### src/rtl/task2_pkg.sv
// task2_pkg
//   Shared definitions for the task2 front-end slice.
//   - W_DEFAULT : default word width of the task2 data path
//   - state_t   : sequencer FSM states (S_IDLE, S_STREAM, S_GAP)
package task2_pkg;

    localparam int unsigned W_DEFAULT = 33;

    typedef enum logic [1:0] {
        S_IDLE   = 2'd0,
        S_STREAM = 2'd1,
        S_GAP    = 2'd2
    } state_t;

endpackage

### src/rtl/task2_sequencer_rr_arbiter.sv
// rr_arbiter
//   Combinational N-way round-robin pick: the first requester at or after
//   ptr (wrapping) wins.
//   Ports:
//     req    in   N    request vector
//     ptr    in   IW   highest-priority index
//     grant  out  N    one-hot grant (zero when no request)
//     index  out  IW   index of the granted requester
//     any    out  1    at least one request present
module rr_arbiter
    import task2_pkg::*;
#(
    parameter int unsigned N  = 2,
    parameter int unsigned IW = (N > 1) ? $clog2(N) : 1
) (
    input  logic [N-1:0]  req,
    input  logic [IW-1:0] ptr,
    output logic [N-1:0]  grant,
    output logic [IW-1:0] index,
    output logic          any
);

    logic [N-1:0] hi_mask;
    logic [N-1:0] pick;
    logic         found;

    // Requests at or above ptr take precedence; if there are none the
    // search wraps to the lowest-indexed request.
    always_comb begin
        hi_mask = '0;
        for (int unsigned i = 0; i < N; i++) begin
            hi_mask[i] = (i >= 32'(ptr));
        end
        pick  = (|(req & hi_mask)) ? (req & hi_mask) : req;
        grant = '0;
        index = '0;
        found = 1'b0;
        for (int unsigned i = 0; i < N; i++) begin
            if (!found && pick[i]) begin
                found    = 1'b1;
                grant[i] = 1'b1;
                index    = IW'(i);
            end
        end
        any = |req;
    end

endmodule

### src/rtl/task2_sequencer.sv
// task2_sequencer
//   Shares one task2 analyzer core between N word-stream requesters.
//   Round-robin arbitration per packet, registered data/start toward the
//   core, a minimum idle gap between packets, packet-length truncation and
//   stall timeout.
//   Ports:
//     clock      in   1      single clock, posedge
//     reset      in   1      synchronous, active-high
//     req_valid  in   N      requester i has a word
//     req_data   in   N*W    word of requester i at [i*W +: W]
//     req_last   in   N      word is the last of its packet
//     req_ready  out  N      one-hot or zero; accept when valid & ready
//     data       out  W      registered word to task2
//     start      out  1      registered; 1 = data carries a packet word
//     grant_id   out  IW     owner of current or last packet
//     busy       out  1      sequencer not idle
//     trunc      out  1      pulse: packet cut at MAX_LEN
//     tmo        out  1      pulse: packet aborted on stall timeout
module task2_sequencer
    import task2_pkg::*;
#(
    parameter int unsigned N       = 2,
    parameter int unsigned W       = W_DEFAULT,
    parameter int unsigned GAP     = 2,
    parameter int unsigned MAX_LEN = 16,
    parameter int unsigned TIMEOUT = 8,
    localparam int unsigned IW     = (N > 1) ? $clog2(N) : 1
) (
    input  logic            clock,
    input  logic            reset,
    input  logic [N-1:0]    req_valid,
    input  logic [N*W-1:0]  req_data,
    input  logic [N-1:0]    req_last,
    output logic [N-1:0]    req_ready,
    output logic [W-1:0]    data,
    output logic            start,
    output logic [IW-1:0]   grant_id,
    output logic            busy,
    output logic            trunc,
    output logic            tmo
);

    localparam int unsigned LW = $clog2(MAX_LEN + 1);
    localparam int unsigned SW = $clog2(TIMEOUT + 1);
    localparam int unsigned GW = $clog2(GAP + 1);

    state_t        state_q, state_d;
    logic [IW-1:0] grant_q, grant_d;
    logic [IW-1:0] ptr_q, ptr_d;
    logic [N-1:0]  owner_q, owner_d;
    logic [W-1:0]  data_q, data_d;
    logic          start_q, start_d;
    logic          trunc_q, trunc_d;
    logic          tmo_q, tmo_d;
    logic [LW-1:0] len_q, len_d, len_inc;
    logic [SW-1:0] stall_q, stall_d, stall_inc;
    logic [GW-1:0] gap_q, gap_d;

    logic [N-1:0]  arb_grant;
    logic [IW-1:0] arb_index;
    logic          arb_any;

    logic          acc_valid;
    logic          acc_last;
    logic [W-1:0]  acc_word;
    logic          end_pkt;

    rr_arbiter #(
        .N  (N),
        .IW (IW)
    ) u_arb (
        .req   (req_valid),
        .ptr   (ptr_q),
        .grant (arb_grant),
        .index (arb_index),
        .any   (arb_any)
    );

    assign acc_valid = req_valid[grant_q];
    assign acc_last  = req_last[grant_q];
    assign acc_word  = req_data[32'(grant_q) * W +: W];

    assign len_inc   = (len_q == LW'(MAX_LEN))   ? len_q   : len_q + LW'(1);
    assign stall_inc = (stall_q == SW'(TIMEOUT)) ? stall_q : stall_q + SW'(1);

    always_comb begin
        state_d = state_q;
        grant_d = grant_q;
        ptr_d   = ptr_q;
        owner_d = owner_q;
        data_d  = data_q;
        start_d = 1'b0;
        trunc_d = 1'b0;
        tmo_d   = 1'b0;
        len_d   = len_q;
        stall_d = stall_q;
        gap_d   = gap_q;
        end_pkt = 1'b0;

        case (state_q)
            S_IDLE: begin
                if (arb_any) begin
                    grant_d = arb_index;
                    owner_d = arb_grant;
                    len_d   = '0;
                    stall_d = '0;
                    state_d = S_STREAM;
                end
            end
            S_STREAM: begin
                if (acc_valid) begin
                    data_d  = acc_word;
                    start_d = 1'b1;
                    len_d   = len_inc;
                    stall_d = '0;
                    // last on the MAX_LEN word is a normal end, not a cut
                    if (acc_last) begin
                        end_pkt = 1'b1;
                    end else if (len_inc == LW'(MAX_LEN)) begin
                        end_pkt = 1'b1;
                        trunc_d = 1'b1;
                    end
                end else begin
                    stall_d = stall_inc;
                    if (stall_inc == SW'(TIMEOUT)) begin
                        end_pkt = 1'b1;
                        tmo_d   = 1'b1;
                    end
                end
                if (end_pkt) begin
                    state_d = S_GAP;
                    gap_d   = '0;
                    ptr_d   = (grant_q == IW'(N - 1)) ? '0 : grant_q + IW'(1);
                end
            end
            S_GAP: begin
                gap_d = gap_q + GW'(1);
                if (gap_q == GW'(GAP - 1)) begin
                    state_d = S_IDLE;
                end
            end
            default: state_d = S_IDLE;
        endcase
    end

    always_ff @(posedge clock) begin
        if (reset) begin
            state_q <= S_IDLE;
            grant_q <= '0;
            ptr_q   <= '0;
            owner_q <= '0;
            data_q  <= '0;
            start_q <= 1'b0;
            trunc_q <= 1'b0;
            tmo_q   <= 1'b0;
            len_q   <= '0;
            stall_q <= '0;
            gap_q   <= '0;
        end else begin
            state_q <= state_d;
            grant_q <= grant_d;
            ptr_q   <= ptr_d;
            owner_q <= owner_d;
            data_q  <= data_d;
            start_q <= start_d;
            trunc_q <= trunc_d;
            tmo_q   <= tmo_d;
            len_q   <= len_d;
            stall_q <= stall_d;
            gap_q   <= gap_d;
        end
    end

    assign req_ready = (state_q == S_STREAM) ? owner_q : '0;
    assign data      = data_q;
    assign start     = start_q;
    assign grant_id  = grant_q;
    assign busy      = (state_q != S_IDLE);
    assign trunc     = trunc_q;
    assign tmo       = tmo_q;

endmodule

### config.mk
export PLATFORM = sky130hd
export DESIGN_NAME = task2_sequencer
export DESIGN_NICKNAME = d
export VERILOG_FILES = /design/src/rtl/task2_pkg.sv /design/src/rtl/task2_sequencer_rr_arbiter.sv /design/src/rtl/task2_sequencer.sv
export SDC_FILE = /design/constraint.sdc
export NUM_CORES = 1
export LEC_CHECK = 0
export ABC_AREA = 1
export BUFFER_PORTS_ARGS = -buffer_cell sky130_fd_sc_hd__buf_2
export CAP_MARGIN = 30
export CELL_PAD_IN_SITES_DETAIL_PLACEMENT = 1
export CELL_PAD_IN_SITES_GLOBAL_PLACEMENT = 2
export CORE_MARGIN = 2
export CORE_UTILIZATION = 26
export DETAILED_ROUTE_END_ITERATION = 10
export PLACE_DENSITY = 0.81
export SLEW_MARGIN = 20
export SYNTH_ARGS = -nofsm -noshare
export SYNTH_HDL_FRONTEND = slang
export SYNTH_HIERARCHICAL = 1
export SYNTH_SLANG_ARGS = --single-unit
### constraint.sdc
create_clock -name clock -period 2.75 [get_ports clock]
set_input_delay 0.1375 -clock clock [delete_from_list [all_inputs] [get_ports clock]]
set_output_delay 0.1375 -clock clock [all_outputs]
set_load 0.01 [all_outputs]
# ---- Yosys cells after proc, flatten, opt, wreduce, memory -nomap -nowiden
# Index checks and enable logic that the tools add are counted.
dict set report op_classes {
  add_sub_neg 4
  mul 1
  order_cmp 2
  n_eq_ne 11
  n_shift 1
  mux 29
  bitwise 3
  n_reduce_logical 18
}
# op n
set ops {}
lappend ops {{66-bit by 8-bit variable part select with 33-bit output} 1}
lappend ops {{5-bit 2-to-1 mux} 3}
lappend ops {{1-bit 2-to-1 mux} 13}
lappend ops {{2-bit 2-to-1 mux} 6}
lappend ops {{4-bit 2-to-1 mux} 3}
lappend ops {{5-bit == test (second input constant)} 2}
lappend ops {{5-bit one-hot mux with 2 select lines} 1}
lappend ops {{2-bit AND reduction} 5}
lappend ops {{4-bit == test (second input constant)} 2}
lappend ops {{2-bit inequality test (second input constant)} 4}
lappend ops {{4-bit one-hot mux with 2 select lines} 1}
lappend ops {{1-bit by 6-bit multiplier with 7-bit output (second input constant)} 1}
lappend ops {{2-bit one-hot mux with 3 select lines} 1}
lappend ops {{3-bit AND reduction} 2}
lappend ops {{2-bit nonzero test} 3}
lappend ops {{2-bit OR reduction} 3}
lappend ops {{5-bit by 1-bit adder with 5-bit output (second input constant)} 1}
lappend ops {{4-bit by 1-bit adder with 4-bit output (second input constant)} 1}
lappend ops {{2-bit by 1-bit == test with 1-bit output (second input constant)} 2}
lappend ops {{2-bit one-hot mux with 2 select lines} 1}
lappend ops {{4-bit OR reduction} 1}
lappend ops {{3-bit OR reduction} 1}
lappend ops {{2-bit by 1-bit adder with 2-bit output (second input constant)} 1}
lappend ops {{2-bit bitwise AND} 1}
lappend ops {{other kinds (8)} 9}
dict set report totals {
  regBits 53
  in_bits 72
  output_inout_bits 40
  elab_cells 80
}

# ---- Depth between registers and ports, before layout
dict set report depth {
  depth_word 9
  mapped_depth 16
}

# ---- Cells and area by module
# The synthesis kept the hierarchy.
# module n_inst cells_each area_each_um2 seq_area_each_um2
set by_module_without_submodules {}
lappend by_module_without_submodules {task2_sequencer 1 329 2429.8 1061.0}
lappend by_module_without_submodules {rr_arbiter 1 7 32.5 0.0}

# ---- Worst setup path before layout
# No wires, ideal clock.
dict set report synth_timing {
  kind {reg2reg}
  start {register len_q[0]}
  end {register state_q[1]}
  setup_time_ns 0.129
  arrival_ns 1.386
  required_ns 2.621
  slack_ns 1.235
  path_stages_with_launch 17
  n_path_buf 0
  cell_sequence {dfxtp_1 inv_1 ha_1 nand2_1 inv_1 nand2_1 nand2_1 nand2_1 nor2_2 nand3_1 nand2_1 nand2_1 nand2_2 nand2_4 inv_2 nor2_1 nor2_1}
}
dict set report synth_via {
  elab_chain_cells 9
  elab_cells_between_ends 10
  cone_classes {add/sub (1); eq/ne (3); mux (5); reduce/logical (1)}
}
# element line
set synth_lines {}
lappend synth_lines {{from (decl)} task2_sequencer.sv:55} ;# logic [LW-1:0] len_q, len_d, len_inc;
lappend synth_lines {{from (signal assigned)} task2_sequencer.sv:168} ;# len_q <= len_d;
lappend synth_lines {{5-bit by 1-bit adder with 5-bit output or 5-bit == test (tied branches)} task2_sequencer.sv:83} ;# assign len_inc = (len_q == LW'(MAX_LEN)) ? len_q : len_q + LW'(1);
lappend synth_lines {{5-bit 2-to-1 mux *} task2_sequencer.sv:83}
lappend synth_lines {{5-bit == test *} task2_sequencer.sv:119} ;# end else if (len_inc == LW'(MAX_LEN)) begin
lappend synth_lines {{1-bit 2-to-1 mux *} task2_sequencer.sv:119}
lappend synth_lines {{1-bit 2-to-1 mux *} task2_sequencer.sv:117} ;# if (acc_last) begin
lappend synth_lines {{1-bit 2-to-1 mux *} task2_sequencer.sv:111} ;# if (acc_valid) begin
lappend synth_lines {{1-bit 2-to-1 mux *} task2_sequencer.sv:100} ;# case (state_q)
lappend synth_lines {{2-bit inequality test (no line) *} -}
lappend synth_lines {{3-bit AND reduction (no line) *} -}
lappend synth_lines {{to (signal assigned)} task2_sequencer.sv:160} ;# state_q <= state_d;
lappend synth_lines {{to (decl)} task2_sequencer.sv:47} ;# state_t state_q, state_d;
# Every way passes the cells marked *; elsewhere a longest branch is shown, timed or not. The select of a mux whose other input is x is not followed.
# A chain may end at the register's enable or synchronous reset.

# ---- Worst setup path after layout
dict set report layout_timing {
  start {register grant_q, in the netlist grant_id}
  end {register len_q[1]}
}
dict set report layout_via {
  elab_chain_cells 4
}
# element line
set layout_lines {}
lappend layout_lines {{from (decl)} task2_sequencer.sv:48} ;# logic [IW-1:0] grant_q, grant_d;
lappend layout_lines {{from (signal assigned)} task2_sequencer.sv:161} ;# grant_q <= grant_d;
lappend layout_lines {{1-bit 2-to-1 mux (implied by the code) (2 in series)} task2_sequencer.sv:79} ;# assign acc_valid = req_valid[grant_q];
lappend layout_lines {{2-bit inequality test (no line)} -}
lappend layout_lines {{3-bit AND reduction (no line)} -}
# No other way between the ends. The select of a mux whose other input is x is not followed.

==> out/summary.md <==
## Synth
• dfxtp_1 43%, nand2_1 14%, a31oi_1 8.4%, o21ai_0 4.5%, o21ai_1 3.3% — Area contributors post-synth
• 2.54% — adder and majority cell fraction of the synthesized area
• 1.07% — xor/xnor cell area share of the yosys netlist
• 20.2% — area fraction in compound gates after synthesis
• 24.6% — share of synthesized cell area in and, or, nand and nor gates
• simple AND/OR/NAND/NOR gates — dominant combinational cell family by area after synthesis
• 0.407% — multiplexer share of the synthesized area
• dfxtp_1 — cell taking the most area after synthesis
• 7.33 um2 — synthesized area per cell
• 43.1% — fraction of post-synthesis cell area in the top cell type by area
• 53 — number of storage elements in the synthesis netlist
• 43.1% — register area share after synthesis
• 6 — total number of yosys warnings
• 336 — synthesized instance count
• 29 — distinct cell type count after synthesis
• 2460 um2 — netlist area before placement
• 413 — Mapped Nets

## Placed design
• 111 — count of buffers from port buffering
• 0.824 — Final Wtd Congestion
• 5790 um — detailed placer's ending HPWL

## Pwr
• 609 nW/um2 — ratio of total power to cell area
• 0.00155 uW — Lkg Pwr
• 0.000209 V — Worst IR Drop VDD
• 1980 uW — sum of internal, switching and leakage power

## GRT
• 12600 um — first-pass GRT wire length
• 2628 — via count of the first global-routing pass
• 0 — Remaining Overflow, GRT
• 52 — maximum number of pins on one net before global-route repair
• 0 — initial antenna violation count
• 15.4% — global routing usage summed across all routing layers

## Drt
• 0 — number of remaining DRC errors
• 14.0 um — routed length per instance
• 61 — Iter 0 DRT Violations
• 7700 um — total detailed-routing wirelength
• 4 — first drt pass iteration count
• 2571 — count of vias placed by the detailed router
• 0 — antenna viol nets, final
• 4.67 — vias per inst

## Floorplanning
• 10300 um2 — floorplan die area
• 101 um — die width
• 9200 um2 — Std-Cell Core Area
• 112 — count of pins on the block boundary
• 101 um — die outline height
• 35 — number of core rows
• 26.8% — initial core utilization

## STA
• 0 — Final Slew Violations
• 70.8% — part of the cycle the worst path needs
• 0.513 GHz — fmax
• 0.525 ns — slew of the pin with the lowest slew margin
• 0 ns — setup_tns
• false — setup repair after global routing missed its margin
• 1.95 ns — minimum clock period
• 64.9% — relative max-transition margin
• 0 — final count of negative-setup-slack endpoints
• 0.00726 ns — final clock skew
• 0 — Final Hold Violating Endpoints

## Worst setup path
• 0.80 ns — reg2reg setup slack
• register — Startpoint Class
• 2.18 ns — Arr. time, crit path
• 2.98 ns — CP Data Required Time
• register — sort of element at the end of the critical path
• register to register — Worst Setup Path Type
• 51 — critical-path maximum fanout

## Outcome
• finished, final reports clean — status

## Clocking
• 53 — Sinks on Clock Net
• 2 — CTS max path bufs
• 5 — total CTS buffers
• 0 — Post-CTS Hold Fix Bufs
• 0 — count of cells resized by post-cts repair
• yes — CTS tree
• clkbuf_8 — Clk Tree Root Cell
• 0.31 ns — clk_lat worst skew
• 0 — post-CTS setup buffer count
• 0.10 ns — clock edge transition at the registers on the reported setup and hold paths
• 2 — H-tree levels

## Final layout
• 32.8% — proportion of layout cells with a drive suffix above 1
• 0 — Inserted Diodes
• 32.1% — Area growth, synth to finish
• 515 — layout net count

## Run
• 0 — number of max-capacitance violations reported

## Worst hold path
• input port to register — Hold WC Path Type

[layout by cell type, fill, tap and decap left out, drive strengths merged]
cell / n
xor2: 3
clkinv: 1
buf: 115
a211oi: 1
ha: 5
mux2i: 1
nor2: 22
nand4: 1
inv: 26
a32o: 1
clkbuf: 5
o21ai: 38
dfxtp: 53
nand2: 100
nor3: 3
bufinv: 2
or2: 2
a21oi: 15
a31oi: 33
nand3: 12
[worst max-delay path, cell delays in order, from the launching register on]
cell     delay (ns)
dfxtp_1        0.53
nand2_1        0.15
nand2_4        0.11
inv_2          0.06
nor2_4         0.34
buf_12         0.27
nor2_2         0.11
inv_2          0.07
nand3_1        0.06
a21oi_1        0.15
[routing by layer]
metal / global-route usage (%) / wire, um
met4: 2.81 / 40
met1: 20.2 / 3610
met2: 25.4 / 3490
met5: 0 / 0
met3: 4.35 / 560
[cell type report]
cell class / instances / area [um2]
fill: 1199 / 5940
multi-input combinational: 237 / 1200
sequential: 53 / 1060
timing repair buffer: 115 / 618
tap: 111 / 139
inverter: 26 / 100
clock buffer: 5 / 68.8
clock inverter: 3 / 65.1
[registers in the layout, summed over array words and instances, names as in the netlist]
register  count
start         1
data         33
grant_id      1
gap_q         2
trunc         1
tmo           1
state_q       2
len_q         5
stall_q       4
ptr_q         1
owner_q       2
[cells in the mapped netlist (all sizes together)]
| library cell | instances |
|---|---|
| dfxtp | 53 |
| nor2 | 22 |
| o21ai | 38 |
| xor2 | 3 |
| nand4 | 1 |
| a32o | 1 |
| nor3 | 3 |
| a21oi | 15 |
| a31oi | 33 |
| inv | 26 |
| nand3 | 12 |
| a211oi | 1 |
| buf | 11 |
| ha | 5 |
| clkbuf | 9 |
| or2 | 2 |
| nand2 | 100 |
| mux2i | 1 |
[kinds of logic after synthesis]
kind of cell	Yosys count
adder cells (fa/ha/maj)	5
AND/OR/NAND/NOR	140
flip-flops	53
XOR/XNOR	3
multiplexers	1
AO/OA/AOI/OAI	88
buffers and inverters	46
[final timing paths]
check,from,to,cells after the start
max,grant_id,len_q[1],9
min,req_data[23],data[23],3
max reg2reg,grant_id,len_q[1],9
min reg2reg,owner_q[0],owner_q[0],2
[through the flow]
step / hold slack (ns) / setup slack (ns) / util (%) / instance area [um2] / instances
after floorplan: 0.200 / 1.24 / - / 2460 / 336
after global placement: 0.408 / 0.920 / 33.6 / 3090 / 541
after detailed placement: 0.411 / 0.820 / 33.9 / 3120 / 542
after CTS: 0.0725 / 0.783 / 35.4 / 3250 / 550
after global routing: 0.0794 / 0.621 / 35.4 / 3250 / 550
final: 0.0845 / 0.802 / 35.4 / 3250 / 550
[where the power goes]
part	internal, uW	switching (uW)	leakage [uW]
combinational	177	288	0.00105
clock	362	268	0.0000681
sequential	840	44.7	0.000433
total	1380	600	0.00155
(Power assumes the default switching activity.)
